==> src/rtl/lsu_if.sv <==
// ============================================================================
//  Module      : lsu_if
//  Description : Data-RAM request/acknowledge bus between the LSU and the RAM.
//  Revision    : 1.0 - initial release
// ============================================================================
`default_nettype none

interface lsu_if;
    logic        dram_req;
    logic        dram_we;
    logic [31:0] dram_addr;
    logic [31:0] dram_wdata;
    logic [3:0]  dram_be;
    logic        dram_ack;
    logic [31:0] dram_rdata;

    modport master (
        output dram_req, dram_we, dram_addr, dram_wdata, dram_be,
        input  dram_ack, dram_rdata
    );

    modport slave (
        input  dram_req, dram_we, dram_addr, dram_wdata, dram_be,
        output dram_ack, dram_rdata
    );
endinterface

`default_nettype wire

==> src/rtl/lsu.sv <==
// ============================================================================
//  Module      : lsu
//  Description : Memory-stage load/store unit: RAM handshake, store lane
//                alignment, load extraction, misalign and timeout faults.
//  Revision    : 1.0 - initial release
// ============================================================================
`default_nettype none

module lsu #(
    parameter int TIMEOUT_CYCLES = 255
) (
    input  wire logic        clk,
    input  wire logic        rst,
    input  wire logic        mem_valid,
    input  wire logic        mem_we,
    input  wire logic [2:0]  funct3,
    input  wire logic [31:0] addr,
    input  wire logic [31:0] st_data,
    input  wire logic        flush,
    lsu_if.master            bus,
    output logic      [31:0] dram_rd_data,
    output logic             stall,
    output logic             misalign,
    output logic             bus_err
);

    typedef enum logic [1:0] {
        S_IDLE = 2'd0,
        S_REQ  = 2'd1,
        S_DONE = 2'd2
    } state_t;

    localparam logic [7:0] c_TIMEOUT_LAST = 8'(TIMEOUT_CYCLES - 1);

    state_t      r_state;
    state_t      w_next;

    logic        r_we;
    logic [2:0]  r_funct3;
    logic [1:0]  r_off;
    logic [31:0] r_addr;
    logic [31:0] r_wdata;
    logic [3:0]  r_be;
    logic [7:0]  r_cnt;
    logic [31:0] r_rd_data;
    logic        r_bus_err;

    logic        w_is_byte;
    logic        w_is_half;
    logic        w_fault;
    logic        w_accept;
    logic        w_timeout;
    logic [31:0] w_wdata;
    logic [3:0]  w_be;
    logic [7:0]  w_byte;
    logic [15:0] w_half;
    logic [31:0] w_load;

    // Width decode uses funct3[1:0] only, so undefined codes fall to word width.
    always_comb begin
        w_is_byte = (funct3[1:0] == 2'b00);
        w_is_half = (funct3[1:0] == 2'b01);
        w_fault   = (w_is_half & addr[0]) |
                    (!w_is_byte & !w_is_half & (addr[1:0] != 2'b00));
        w_wdata   = st_data;
        w_be      = 4'b1111;
        if (w_is_byte) begin
            w_wdata = {4{st_data[7:0]}};
            w_be    = 4'b0001 << addr[1:0];
        end else if (w_is_half) begin
            w_wdata = {2{st_data[15:0]}};
            w_be    = addr[1] ? 4'b1100 : 4'b0011;
        end
    end

    always_comb begin
        w_byte = bus.dram_rdata[{r_off, 3'b000} +: 8];
        w_half = bus.dram_rdata[{r_off[1], 4'b0000} +: 16];
        case (r_funct3)
            3'b000:  w_load = {{24{w_byte[7]}}, w_byte};
            3'b100:  w_load = {24'd0, w_byte};
            3'b001:  w_load = {{16{w_half[15]}}, w_half};
            3'b101:  w_load = {16'd0, w_half};
            default: w_load = bus.dram_rdata;
        endcase
    end

    assign w_accept  = (r_state == S_IDLE) & mem_valid & !flush & !w_fault;
    assign w_timeout = (r_cnt == c_TIMEOUT_LAST);

    always_ff @(posedge clk or posedge rst) begin
        if (rst) begin
            r_state <= S_IDLE;
        end else begin
            r_state <= w_next;
        end
    end

    always_comb begin
        w_next   = r_state;
        stall    = 1'b0;
        misalign = 1'b0;
        case (r_state)
            S_IDLE: begin
                stall    = w_accept;
                misalign = mem_valid & !flush & w_fault;
                if (w_accept) begin
                    w_next = S_REQ;
                end
            end
            S_REQ: begin
                stall = 1'b1;
                if (bus.dram_ack || w_timeout) begin
                    w_next = S_DONE;
                end
            end
            S_DONE: begin
                w_next = S_IDLE;
            end
            default: begin
                w_next = S_IDLE;
            end
        endcase
    end

    always_ff @(posedge clk or posedge rst) begin
        if (rst) begin
            r_we      <= 1'b0;
            r_funct3  <= 3'd0;
            r_off     <= 2'd0;
            r_addr    <= 32'd0;
            r_wdata   <= 32'd0;
            r_be      <= 4'd0;
            r_cnt     <= 8'd0;
            r_rd_data <= 32'd0;
            r_bus_err <= 1'b0;
        end else begin
            if (w_accept) begin
                r_we     <= mem_we;
                r_funct3 <= funct3;
                r_off    <= addr[1:0];
                r_addr   <= {addr[31:2], 2'b00};
                r_wdata  <= w_wdata;
                r_be     <= mem_we ? w_be : 4'b0000;
                r_cnt    <= 8'd0;
            end
            if (r_state == S_REQ) begin
                r_cnt <= r_cnt + 8'd1;
                // Ack takes priority over a simultaneous timeout.
                if (bus.dram_ack) begin
                    if (!r_we) begin
                        r_rd_data <= w_load;
                    end
                    r_bus_err <= 1'b0;
                end else if (w_timeout) begin
                    r_rd_data <= 32'd0;
                    r_bus_err <= 1'b1;
                end
            end
        end
    end

    assign bus.dram_req   = (r_state == S_REQ);
    assign bus.dram_we    = r_we;
    assign bus.dram_addr  = r_addr;
    assign bus.dram_wdata = r_wdata;
    assign bus.dram_be    = r_be;
    assign dram_rd_data   = r_rd_data;
    assign bus_err        = r_bus_err;

endmodule

`default_nettype wire

==> src/flat_wrapper.sv <==
// flat-port wrapper written by rule: the top's interface ports become plain ports
module lsu_flat 
#(
    parameter int TIMEOUT_CYCLES = 255
)
  (clk, rst, mem_valid, mem_we, funct3, addr, st_data, flush, dram_rd_data, stall, misalign, bus_err, bus_dram_req, bus_dram_we, bus_dram_addr, bus_dram_wdata, bus_dram_be, bus_dram_ack, bus_dram_rdata);
  lsu_if bus_i ();
  input  wire logic clk;
  input  wire logic rst;
  input  wire logic mem_valid;
  input  wire logic mem_we;
  input  wire logic [2:0] funct3;
  input  wire logic [31:0] addr;
  input  wire logic [31:0] st_data;
  input  wire logic flush;
  output logic      [31:0] dram_rd_data;
  output logic stall;
  output logic misalign;
  output logic bus_err;
  output wire logic [$bits(bus_i.dram_req)-1:0] bus_dram_req;
  output wire logic [$bits(bus_i.dram_we)-1:0] bus_dram_we;
  output wire logic [$bits(bus_i.dram_addr)-1:0] bus_dram_addr;
  output wire logic [$bits(bus_i.dram_wdata)-1:0] bus_dram_wdata;
  output wire logic [$bits(bus_i.dram_be)-1:0] bus_dram_be;
  input wire logic [$bits(bus_i.dram_ack)-1:0] bus_dram_ack;
  input wire logic [$bits(bus_i.dram_rdata)-1:0] bus_dram_rdata;
  assign bus_dram_req = bus_i.dram_req;
  assign bus_dram_we = bus_i.dram_we;
  assign bus_dram_addr = bus_i.dram_addr;
  assign bus_dram_wdata = bus_i.dram_wdata;
  assign bus_dram_be = bus_i.dram_be;
  assign bus_i.dram_ack = bus_dram_ack;
  assign bus_i.dram_rdata = bus_dram_rdata;
  lsu #(.TIMEOUT_CYCLES(TIMEOUT_CYCLES)) u_core (.clk(clk), .rst(rst), .mem_valid(mem_valid), .mem_we(mem_we), .funct3(funct3), .addr(addr), .st_data(st_data), .flush(flush), .bus(bus_i), .dram_rd_data(dram_rd_data), .stall(stall), .misalign(misalign), .bus_err(bus_err));
endmodule
==> config.mk <==
export PLATFORM = sky130hd
export DESIGN_NAME = lsu_flat
export DESIGN_NICKNAME = d
export VERILOG_FILES = /design/src/rtl/lsu_if.sv /design/src/rtl/lsu.sv /design/src/flat_wrapper.sv
export SDC_FILE = /design/constraint.sdc
export NUM_CORES = 1
export LEC_CHECK = 0
export ABC_CLOCK_PERIOD_IN_PS = 4300
export BUFFER_PORTS_ARGS = -buffer_cell sky130_fd_sc_hd__buf_2
export CELL_PAD_IN_SITES_DETAIL_PLACEMENT = 0
export CELL_PAD_IN_SITES_GLOBAL_PLACEMENT = 2
export CORE_ASPECT_RATIO = 2
export CORE_MARGIN = 3
export CORE_UTILIZATION = 30
export CTS_CLUSTER_SIZE = 14
export DETAILED_ROUTE_END_ITERATION = 10
export PLACE_DENSITY = 0.79
export REMOVE_ABC_BUFFERS = 1
export SYNTH_ARGS = -nofsm -noshare
export SYNTH_HDL_FRONTEND = slang
export SYNTH_SLANG_ARGS = --single-unit
==> constraint.sdc <==
create_clock -name clk -period 4.3 [get_ports clk]
set_clock_uncertainty 0.2 [all_clocks]
set_input_delay 0.43 -clock clk [delete_from_list [all_inputs] [get_ports clk]]
set_output_delay 0.43 -clock clk [all_outputs]
set_load 0.01 [all_outputs]
==> run metrics, run 1 <==
Setup crit end=stall; n_diodes=0; gr ovfl total=0; critical path depth=4; Vias=4319; Post-Synthesis Cells=448; Mapped Area=5270 um^2; pre-CTS setup slack=1550 ps; Tcrit/Tclk final=66.1%; worst-path maximum fanout=12; number of flops mapped to enable cells by yosys=0; Bufs and invs on worst path=1; Final Setup Violations=0; Post-Syn Area per Cell=11.8 um^2; Async SR Flop Fraction=100%; crit path from=u_core.r_state[0]; Worst Tran Pin Value=1180 ps; Max Cap Viol=0; Fin. Hold Viols=0; Top delay family on crit path=simple AND/OR/NAND/NOR gates; Psw=1.38 mW; H-tree depth=4; gr busiest metal=met2; setup slack, reg-to-reg=1510 ps; largest net degree at the start of global routing=68; Post-CTS Setup Repair Bufs=0; Worst IR Drop VDD=0.276 mV; CP Data Required Time=3670 ps; initial antenna violation count=0; commonest non-fill, non-tap cell in the layout=buf_2; Pre-antenna DRT Iters=4; achievable frequency=352 MHz; DIE HEIGHT=193 um; synthesis-to-layout area growth=33.3%; initial drt markers=111; IO Port Bufs=207; Design Area, Final=7030 um^2; post-synthesis cell type count=45; met1 usage=16.0%; FF+latch area=2880 um^2; CTS tree=yes; die span in x=99.7 um; Final Max Slew Viols=0; TritonCTS Buffers=17; Die ar.=19300 um^2; Crit Reg-Reg Startpoint=u_core.r_off[1]; placed instance area=6450 um^2; clock buffer depth=2; core area=17300 um^2; HP Class=in2async; Clock Sinks=115; post-cts resize count=0; crit path setup slack, layout=1460 ps; DP Wirelength=12100 um; share of cells above drive strength 1=46.3%; Reg power frac=39.4%; CP peak stage delay=780 ps; first-pass GRT wire length=25100 um; sequential fraction of the synthesis area=54.6%; Wirelength per Cell=18.5 um; cell-by-cell trace of the critical path=nor4b_1, nand3_4, nand2_1, buf_2; Fillers=1720; critical path data arrival time=2210 ps; Rel. slew slack=20.9%; most frequent cells in the layout=207 x buf_2, 115 x dfrtp_1, 55 x mux2_2; Cell Pwr Density=604 nW/um^2; Startpoint Class=register; Core Rows=68; Leakage=3.45 nW; Clk pwr share=32.8%; reg-to-reg critical path endpoint=u_core.dram_rd_data[31]; I/O pin count=210; Initial Util=30.5%; CP endpoint kind=output port; final worst path period need=2840 ps; yosys warns=0; placer congestion estimate=0.770; met3 Use GR=5.05%; prevailing post-synth register cell=dfrtp_1; routed wire length=16100 um; Global Route Usage Sum=16.8%; DRC=0; Reg clk slew, reported paths=50 ps; RSZ-0062 raised after global routing=false; post-route ant nets=0; Hold-fix buffers, CTS=0; Yosys reg bits=115; clock latency on the worst-skew pair=410 ps; worst-case reg-to-reg path depth=4; vias in the first global route=4793; internal power=2.86 mW; Vias/cell=4.97; combinational share of power=27.8%; area of the multi-input gates=2210 um^2; Net Sw Frac=32.5%; status=completed; met2 Use GR=32.2%; layout net count=753; setup tns final=0 ps; Max stage delay cell, worst path=nor4b_1; Root Buffer=clkbuf_16; kind of critical path=reg2out
Yosys cell counts, drive strengths merged, types with 2 or more instances:
library cell	instances	area, um^2
nand3	9	45.0
a221o	17	170
buf	13	100
mux2i	26	260
o21bai	2	15.0
clkbuf	21	78.8
o21ai	46	230
a21oi	22	110
nor2	18	67.6
mux4	2	45.0
dfrtp	115	2880
o31ai	2	15.0
mux2	57	642
nand2	38	143
o221ai	6	52.6
nand4	4	25.0
nor2b	2	12.5
nand2b	9	63.8
o311ai	2	17.5
o2bb2ai	7	61.3
o22ai	6	37.5
ha	2	25.0
inv	5	18.8
tightest hold or removal path, stage by stage:
cell and delay [ps]:
buf_2 110, inv_4 40, buf_4 520
kinds of logic after synthesis:
kind of cell | Yosys count | synth area share, %
and+or+nand+nor | 86 | 7.64
AOI/OAI and AO/OA | 119 | 15.3
xor gates and xnor gates | 1 | 0.166
muxes | 85 | 18.0
other | 1 | 0.0711
buffers and inverters | 39 | 3.75
adders and majority gates | 2 | 0.475
DFF | 115 | 54.6
power by group through the flow:
stage / Sequential, mW / Clock, mW / Combinational, mW
2_1_floorplan: 1.80 / 0 / 0.498
3_3_place_gp: 1.67 / 0 / 1.19
3_5_place_dp: 1.69 / 0 / 1.21
4_1_cts: 1.68 / 1.43 / 1.21
5_1_grt: 1.72 / 1.47 / 1.29
6_report: 1.67 / 1.39 / 1.18
layer usage:
layer / vias up / wire, um
met5: - / 0
met4: 0 / 344
met3: 19 / 1100
met2: 164 / 9070
met1: 2095 / 5610
li1: 2041 / -
how the worst min path moves through the flow:
stage | from | to | cells after the start
finish | rst | u_core.dram_rd_data[11] | 3
global route | addr[18] | u_core.bus.dram_addr[18] | 2
CTS | rst | u_core.dram_rd_data[27] | 3
detailed placement | u_core.bus.dram_wdata[27] | u_core.bus.dram_wdata[27] | 2
global placement | u_core.bus.dram_wdata[20] | u_core.bus.dram_wdata[20] | 2
floorplan | u_core.r_cnt[7] | u_core.r_cnt[7] | 1
final cells by class:
| class | count | share of cell area (%) |
|---|---|---|
| sequential | 115 | 41.0 |
| clock buffer | 19 | 6.30 |
| tap | 210 | 3.74 |
| inverter | 5 | 0.303 |
| clock inverter | 13 | 1.94 |
| timing repair buffer | 212 | 15.3 |
| multi-input combinational | 295 | 31.5 |
state kept, by name, summed over array words and instances, names as in the netlist:
| register | count |
|---|---|
| u_core.bus.dram_addr | 30 |
| u_core.bus.dram_be | 4 |
| u_core.bus.dram_wdata | 32 |
| u_core.bus.dram_we | 1 |
| u_core.bus_err | 1 |
| u_core.dram_rd_data | 32 |
| u_core.r_cnt | 8 |
| u_core.r_funct3 | 3 |
| u_core.r_off | 2 |
| u_core.r_state | 2 |
metrics by stage:
step	instances	hold slack, ps	total power [mW]	util, %
2_1_floorplan	415	255	2.30	-
3_3_place_gp	837	259	2.86	37.3
3_5_place_dp	837	269	2.90	37.3
4_1_cts	869	26.2	4.32	40.7
5_1_grt	869	31.4	4.48	40.7
6_report	869	7.98	4.24	40.7
Note: power is estimated with default switching activity, not from simulation.
==> run 2, diff against run 1 <==
Settings changed: ABC_CLOCK_PERIOD_IN_PS 4300 to 2850.
Clock period 4.3 ns to 2.85 ns, I/O delays scaled along.
==> run 2 against run 1 <==
Compared with the run above:
- routed wire length rose by 2.8%
- final area rose by 13%
- critical path depth rose by 2
- worst hold slack improved by 17 ps
- final cell count rose by 10%
- die area did not move
- non-clock buffer count rose by 90
- critical path type is now in2out
- core utilization rose by 5.3 points
- sequential power rose by 49%
==> run metrics, run 2 (synthesis gave the netlist of run 1 again) <==
IO Port Bufs=207 (unchanged); H-tree depth=4 (unchanged); Final Max Slew Viols=0 (unchanged); Final Setup Violations=0 (unchanged); Core Rows=68 (unchanged); routed wire length=16600 um (was 16100 um); Worst IR Drop VDD=0.503 mV (was 0.276 mV); CP peak stage delay=540 ps (was 780 ps); share of cells above drive strength 1=41.1% (was 46.3%); Vias=4701 (was 4319); Fillers=1608 (was 1720); Final Util=46.0% (was 40.7%); die span in x=99.7 um (unchanged); I/O pin count=210 (unchanged); first-pass GRT wire length=26600 um (was 25100 um); critical path data arrival time=2050 ps (was 2210 ps); Cell Pwr Density=823 nW/um^2 (was 604 nW/um^2); Global Route Usage Sum=17.5% (was 16.8%); total design power=6.54 mW (was 4.24 mW); gr ovfl total=0 (unchanged); clock buffer depth=2 (unchanged); Post-CTS Setup Repair Bufs=0 (unchanged); Rel. slew slack=26.3% (was 20.9%); commonest non-fill, non-tap cell in the layout=buf_2 (unchanged); reg-to-reg critical path endpoint=u_core.dram_rd_data[22] (was u_core.dram_rd_data[31]); Pre-antenna DRT Iters=6 (was 4); kind of critical path=in2out (was reg2out); final worst path period need=2540 ps; Initial Util=30.5% (unchanged); achievable frequency=394 MHz; cell-by-cell trace of the critical path=dlygate4sd3_1, buf_2, o21ai_0, nand3_4, nand2_1, buf_2 (was nor4b_1, nand3_4, nand2_1, buf_2); initial drt markers=110 (was 111); status=completed (unchanged); Startpoint Class=primary input (was register); vias in the first global route=5168 (was 4793); Max Cap Viol=0 (unchanged); most frequent cells in the layout=207 x buf_2, 115 x dfrtp_1, 84 x dlygate4sd3_1 (was 207 x buf_2, 115 x dfrtp_1, 55 x mux2_2); TritonCTS Buffers=17 (unchanged); Wirelength per Cell=17.3 um (was 18.5 um); Top delay family on crit path=buffers and inverters (was simple AND/OR/NAND/NOR gates); placer congestion estimate=0.878 (was 0.770); largest net degree at the start of global routing=63 (was 68); CP most frequent cell=buf_2; Root Buffer=clkbuf_16 (unchanged); n_diodes=0 (unchanged); DIE HEIGHT=193 um (unchanged); Max stage delay cell, worst path=dlygate4sd3_1 (was nor4b_1); CP endpoint kind=output port (unchanged); CTS tree=yes (unchanged); DP Wirelength=12200 um (was 12100 um); worst-case reg-to-reg path depth=4 (unchanged); Die ar.=19300 um^2 (unchanged); Leakage=3.86 nW (was 3.45 nW); CP Data Required Time=2370 ps (was 3670 ps); WHS Endpoint=u_core.dram_rd_data[11]; placed instance area=6520 um^2 (was 6450 um^2); Clock Sinks=115 (unchanged); initial antenna violation count=0 (unchanged); Crit Reg-Reg Startpoint=u_core.r_off[1] (unchanged); setup tns final=0 ps (unchanged); RSZ-0062 raised after global routing=false (unchanged); Worst Tran Pin Value=1100 ps (was 1180 ps); synthesis-to-layout area growth=50.8% (was 33.3%); worst hold start=bus_dram_rdata[11]; layout net count=843 (was 753); Tcrit/Tclk final=88.9%; DRC=0 (unchanged); setup slack, reg-to-reg=390 ps (was 1510 ps); clock latency on the worst-skew pair=400 ps (was 410 ps); Bufs and invs on worst path=3 (was 1); WHS=25.3 ps (was 7.98 ps); Fin. Hold Viols=0 (unchanged); Design Area, Final=7950 um^2 (was 7030 um^2); worst-path maximum fanout=21 (was 12); HP Class=in2reg (was in2async); Vias/cell=4.91 (was 4.97); post-route ant nets=0 (unchanged); post-cts resize count=0 (unchanged); WHS Path Cells=3; Reg clk slew, reported paths=50 ps (about the same); core area=17300 um^2 (unchanged)
[run 2: changes by cell type in the layout (fill, tap and decap cells not counted)]
cell / delta
clkbuf_8: +5
clkinv_2: -2
clkinvlp_4: -4
clkinv_4: -3
clkbuf_1: +2
buf_12: +2
buf_4: +4
dlygate4sd3_1: +84
[run 2: layout make-up]
| cell class | count | area [um^2] | share of cell area, % |
|---|---|---|---|
| clock inverter | 4 | 70.1 | 0.882 |
| tap | 210 | 263 | 3.31 |
| timing repair buffer | 302 | 1980 | 25.0 |
| multi-input combinational | 295 | 2210 | 27.8 |
| sequential | 115 | 2880 | 36.2 |
| inverter | 5 | 21.3 | 0.268 |
| clock buffer | 26 | 519 | 6.53 |
[run 2: through the flow]
step / setup slack, ps / cells
CTS: 225 / 957
finish: 315 / 957
floorplan: -1170 / 415
global placement: 502 / 843
global route: 175 / 957
detailed placement: 408 / 843
[run 2: what timing repair did]
action / CTS / global route
hold buffers: 84 / 0
setup endpoints to repair: 0 / 0
endpoints found under the hold margin: 110 / 0
[run 2: per-layer routing]
layer | routed length [um] | share of wire (%) | vias to the layer above | global-route usage, %
li1 | - | - | 2211 | -
met1 | 6050 | 37 | 2294 | 17.9
met2 | 9180 | 55 | 171 | 32.7
met3 | 909 | 5.5 | 25 | 4.26
met4 | 425 | 2.6 | 0 | 7.14
met5 | 0 | 0 | - | 0
[run 2: worst max-delay path by stage]
stage                      start                  endpoint  slack (ps)  cells past startpoint
6_report                 addr[1]                     stall         310                      6
5_1_grt        u_core.r_state[0]                     stall         170                      5
3_5_place_dp     u_core.r_off[1]   u_core.dram_rd_data[16]         410                      4
4_1_cts        u_core.r_state[0]                     stall         230                      5
2_1_floorplan  u_core.r_state[0]  u_core.bus.dram_addr[10]       -1170                      3
3_3_place_gp     u_core.r_off[1]   u_core.dram_rd_data[29]         500                      4
[run 2: power breakdown]
part / internal [mW] / switching [mW] / total (mW)
Combinational: 0.957 / 0.976 / 1.93
Sequential: 2.15 / 0.339 / 2.49
Clock: 1.41 / 0.703 / 2.12
[run 2: worst register-to-register path: stages, from the launching register on]
cell and delay [ps]:
dfrtp_1 530, mux4_2 440, nand2b_1 100, a2111oi_4 890, a221o_1 230
==> run 3, diff against run 2 <==
--- a/constraint.sdc
+++ b/constraint.sdc
@@ -4,2 +4,2 @@
 set_output_delay 0.285 -clock clk [all_outputs]
-set_load 0.01 [all_outputs]
+set_load 0.02 [all_outputs]
==> run 3 against run 2 <==
Compared with the run above:
- critical path type is now reg2reg
- combinational power increased by 19%
- sequential power about the same
- largest power group unchanged
- critical endpoint is now u_core.dram_rd_data[26]
- fmax grew 4.8%
- first-iteration DRC count increased by 17%
- core utilization grew 0.54 points
- worst hold slack better by 6.3 ps
- highest routed layer unchanged
- clock power rose by 17%
==> run metrics, run 3 (synthesis gave the netlist of run 1 again) <==
Final Util=46.6% (was 46.0%); Worst IR Drop VDD=0.450 mV (was 0.503 mV); Top delay family on crit path=compound AO/OA/AOI/OAI gates (was buffers and inverters); largest net degree at the start of global routing=73 (was 63); crit path setup slack, layout=432 ps (was 315 ps); clock buffer depth=2 (unchanged); WHS=31.6 ps (was 25.3 ps); Final Setup Violations=0 (unchanged); share of cells above drive strength 1=41.3% (was 41.1%); most frequent cells in the layout=207 x buf_2, 115 x dfrtp_1, 85 x dlygate4sd3_1 (was 207 x buf_2, 115 x dfrtp_1, 84 x dlygate4sd3_1); Bufs and invs on worst path=0 (was 3); routed wire length=16500 um (was 16600 um); HP Class=in2reg (unchanged); n_diodes=0 (unchanged); Clock Sinks=115 (unchanged); H-tree depth=4 (unchanged); RSZ-0062 raised after global routing=false (unchanged); area of the multi-input gates=2210 um^2 (unchanged); Wirelength per Cell=17.2 um (was 17.3 um); Final Max Slew Viols=0 (unchanged); Leakage=3.90 nW (was 3.86 nW); placer congestion estimate=0.843 (was 0.878); Initial Util=30.5% (unchanged); Max Cap Viol=0 (unchanged); Core Rows=68 (unchanged); Vias/cell=4.89 (was 4.91); critical path depth=4 (was 6); Vias=4691 (was 4701); CP peak stage delay=870 ps (was 540 ps); CP Data Required Time=2980 ps (was 2370 ps); WHS Path Cells=3 (unchanged); first-pass GRT wire length=26400 um (was 26600 um); gr ovfl total=0 (unchanged); cell-by-cell trace of the critical path=mux4_2, nand2b_1, a2111oi_4, a221o_1 (was dlygate4sd3_1, buf_2, o21ai_0, nand3_4, nand2_1, buf_2); DIE HEIGHT=193 um (unchanged); CTS tree=yes (unchanged); post-cts resize count=0 (unchanged); status=completed (unchanged); worst-path maximum fanout=16 (was 21); FF+latch area=2880 um^2 (unchanged); TritonCTS Buffers=17 (unchanged); Max stage delay cell, worst path=a2111oi_4 (was dlygate4sd3_1); Worst Tran Pin Value=1080 ps (was 1100 ps); achievable frequency=414 MHz (was 394 MHz); post-route ant nets=0 (unchanged); DRC=0 (unchanged); Root Buffer=clkbuf_16 (unchanged); Startpoint Class=register (was primary input); critical path data arrival time=2550 ps (was 2050 ps); IO Port Bufs=207 (unchanged); I/O pin count=210 (unchanged); core area=17300 um^2 (unchanged); Cell Pwr Density=904 nW/um^2 (was 823 nW/um^2); Fillers=1612 (was 1608); die span in x=99.7 um (unchanged); vias in the first global route=5038 (was 5168); Pre-antenna DRT Iters=4 (was 6); final worst path period need=2420 ps (was 2540 ps); Fin. Hold Viols=0 (unchanged); DP Wirelength=12200 um (about the same); worst-case reg-to-reg path depth=4 (unchanged); clock latency on the worst-skew pair=410 ps (was 400 ps); pre-CTS setup slack=421 ps (was 408 ps); commonest non-fill, non-tap cell in the layout=buf_2 (unchanged); Die ar.=19300 um^2 (unchanged); initial drt markers=129 (was 110); Global Route Usage Sum=17.5% (about the same); kind of critical path=reg2reg (was in2out); Tcrit/Tclk final=84.8% (was 88.9%); Rel. slew slack=27.9% (was 26.3%); synthesis-to-layout area growth=52.6% (was 50.8%); CP endpoint kind=register (was output port); layout net count=844 (was 843); Reg clk slew, reported paths=60 ps (was 50 ps); initial antenna violation count=0 (unchanged)
-- run 3: repair_timing --
item                                   in CTS  in global routing
buffers inserted                            0                  0
hold buffers                               85                  0
endpoints found under the hold margin     105                  0
-- run 3: power by group --
group | internal (mW) | switching (mW)
clock network | 1.73 | 0.737
registers | 2.15 | 0.344
logic | 0.959 | 1.35
-- run 3: layer usage --
layer	share of wire (%)	routed length (um)	track usage [%]
met3	5.6	931	4.44
met4	3.6	603	8.41
met5	0	0	0
met2	55	9150	32.0
met1	35	5860	17.9
-- run 3: cell type report --
type / instances / area share (%)
multi-input combinational: 295 / 27.5
sequential: 115 / 35.8
timing repair buffer: 303 / 24.6
tap: 210 / 3.27
inverter: 5 / 0.265
clock inverter: 9 / 2.46
clock buffer: 23 / 6.07
-- run 3: worst paths after layout --
kind	slack, ps	to	startpoint
max	430	u_core.dram_rd_data[26]	u_core.r_off[1]
min in group asynchronous	190	u_core.bus.dram_addr[25]	rst
max reg2reg	430	u_core.dram_rd_data[26]	u_core.r_off[1]
max in group asynchronous	1560	u_core.bus.dram_addr[3]	rst
min	30	u_core.dram_rd_data[14]	bus_dram_rdata[14]
min reg2reg	270	u_core.bus.dram_wdata[27]	u_core.bus.dram_wdata[27]
-- run 3: per-stage QoR --
step	area [um^2]	power (mW)	TNS (ps)	std cells
floorplan	5100	3.84	-163760	415
global placement	6500	4.71	0	843
detailed placement	6500	4.77	0	843
CTS	8040	7.38	0	960
global route	8040	7.65	0	960
finish	8040	7.27	0	960
-- run 3: worst reg2reg max path, cell delays in order, from the launching register on --
cell and delay [ps]:
dfrtp_1 530, mux4_2 430, nand2b_1 100, a2111oi_4 870
a221o_1 220
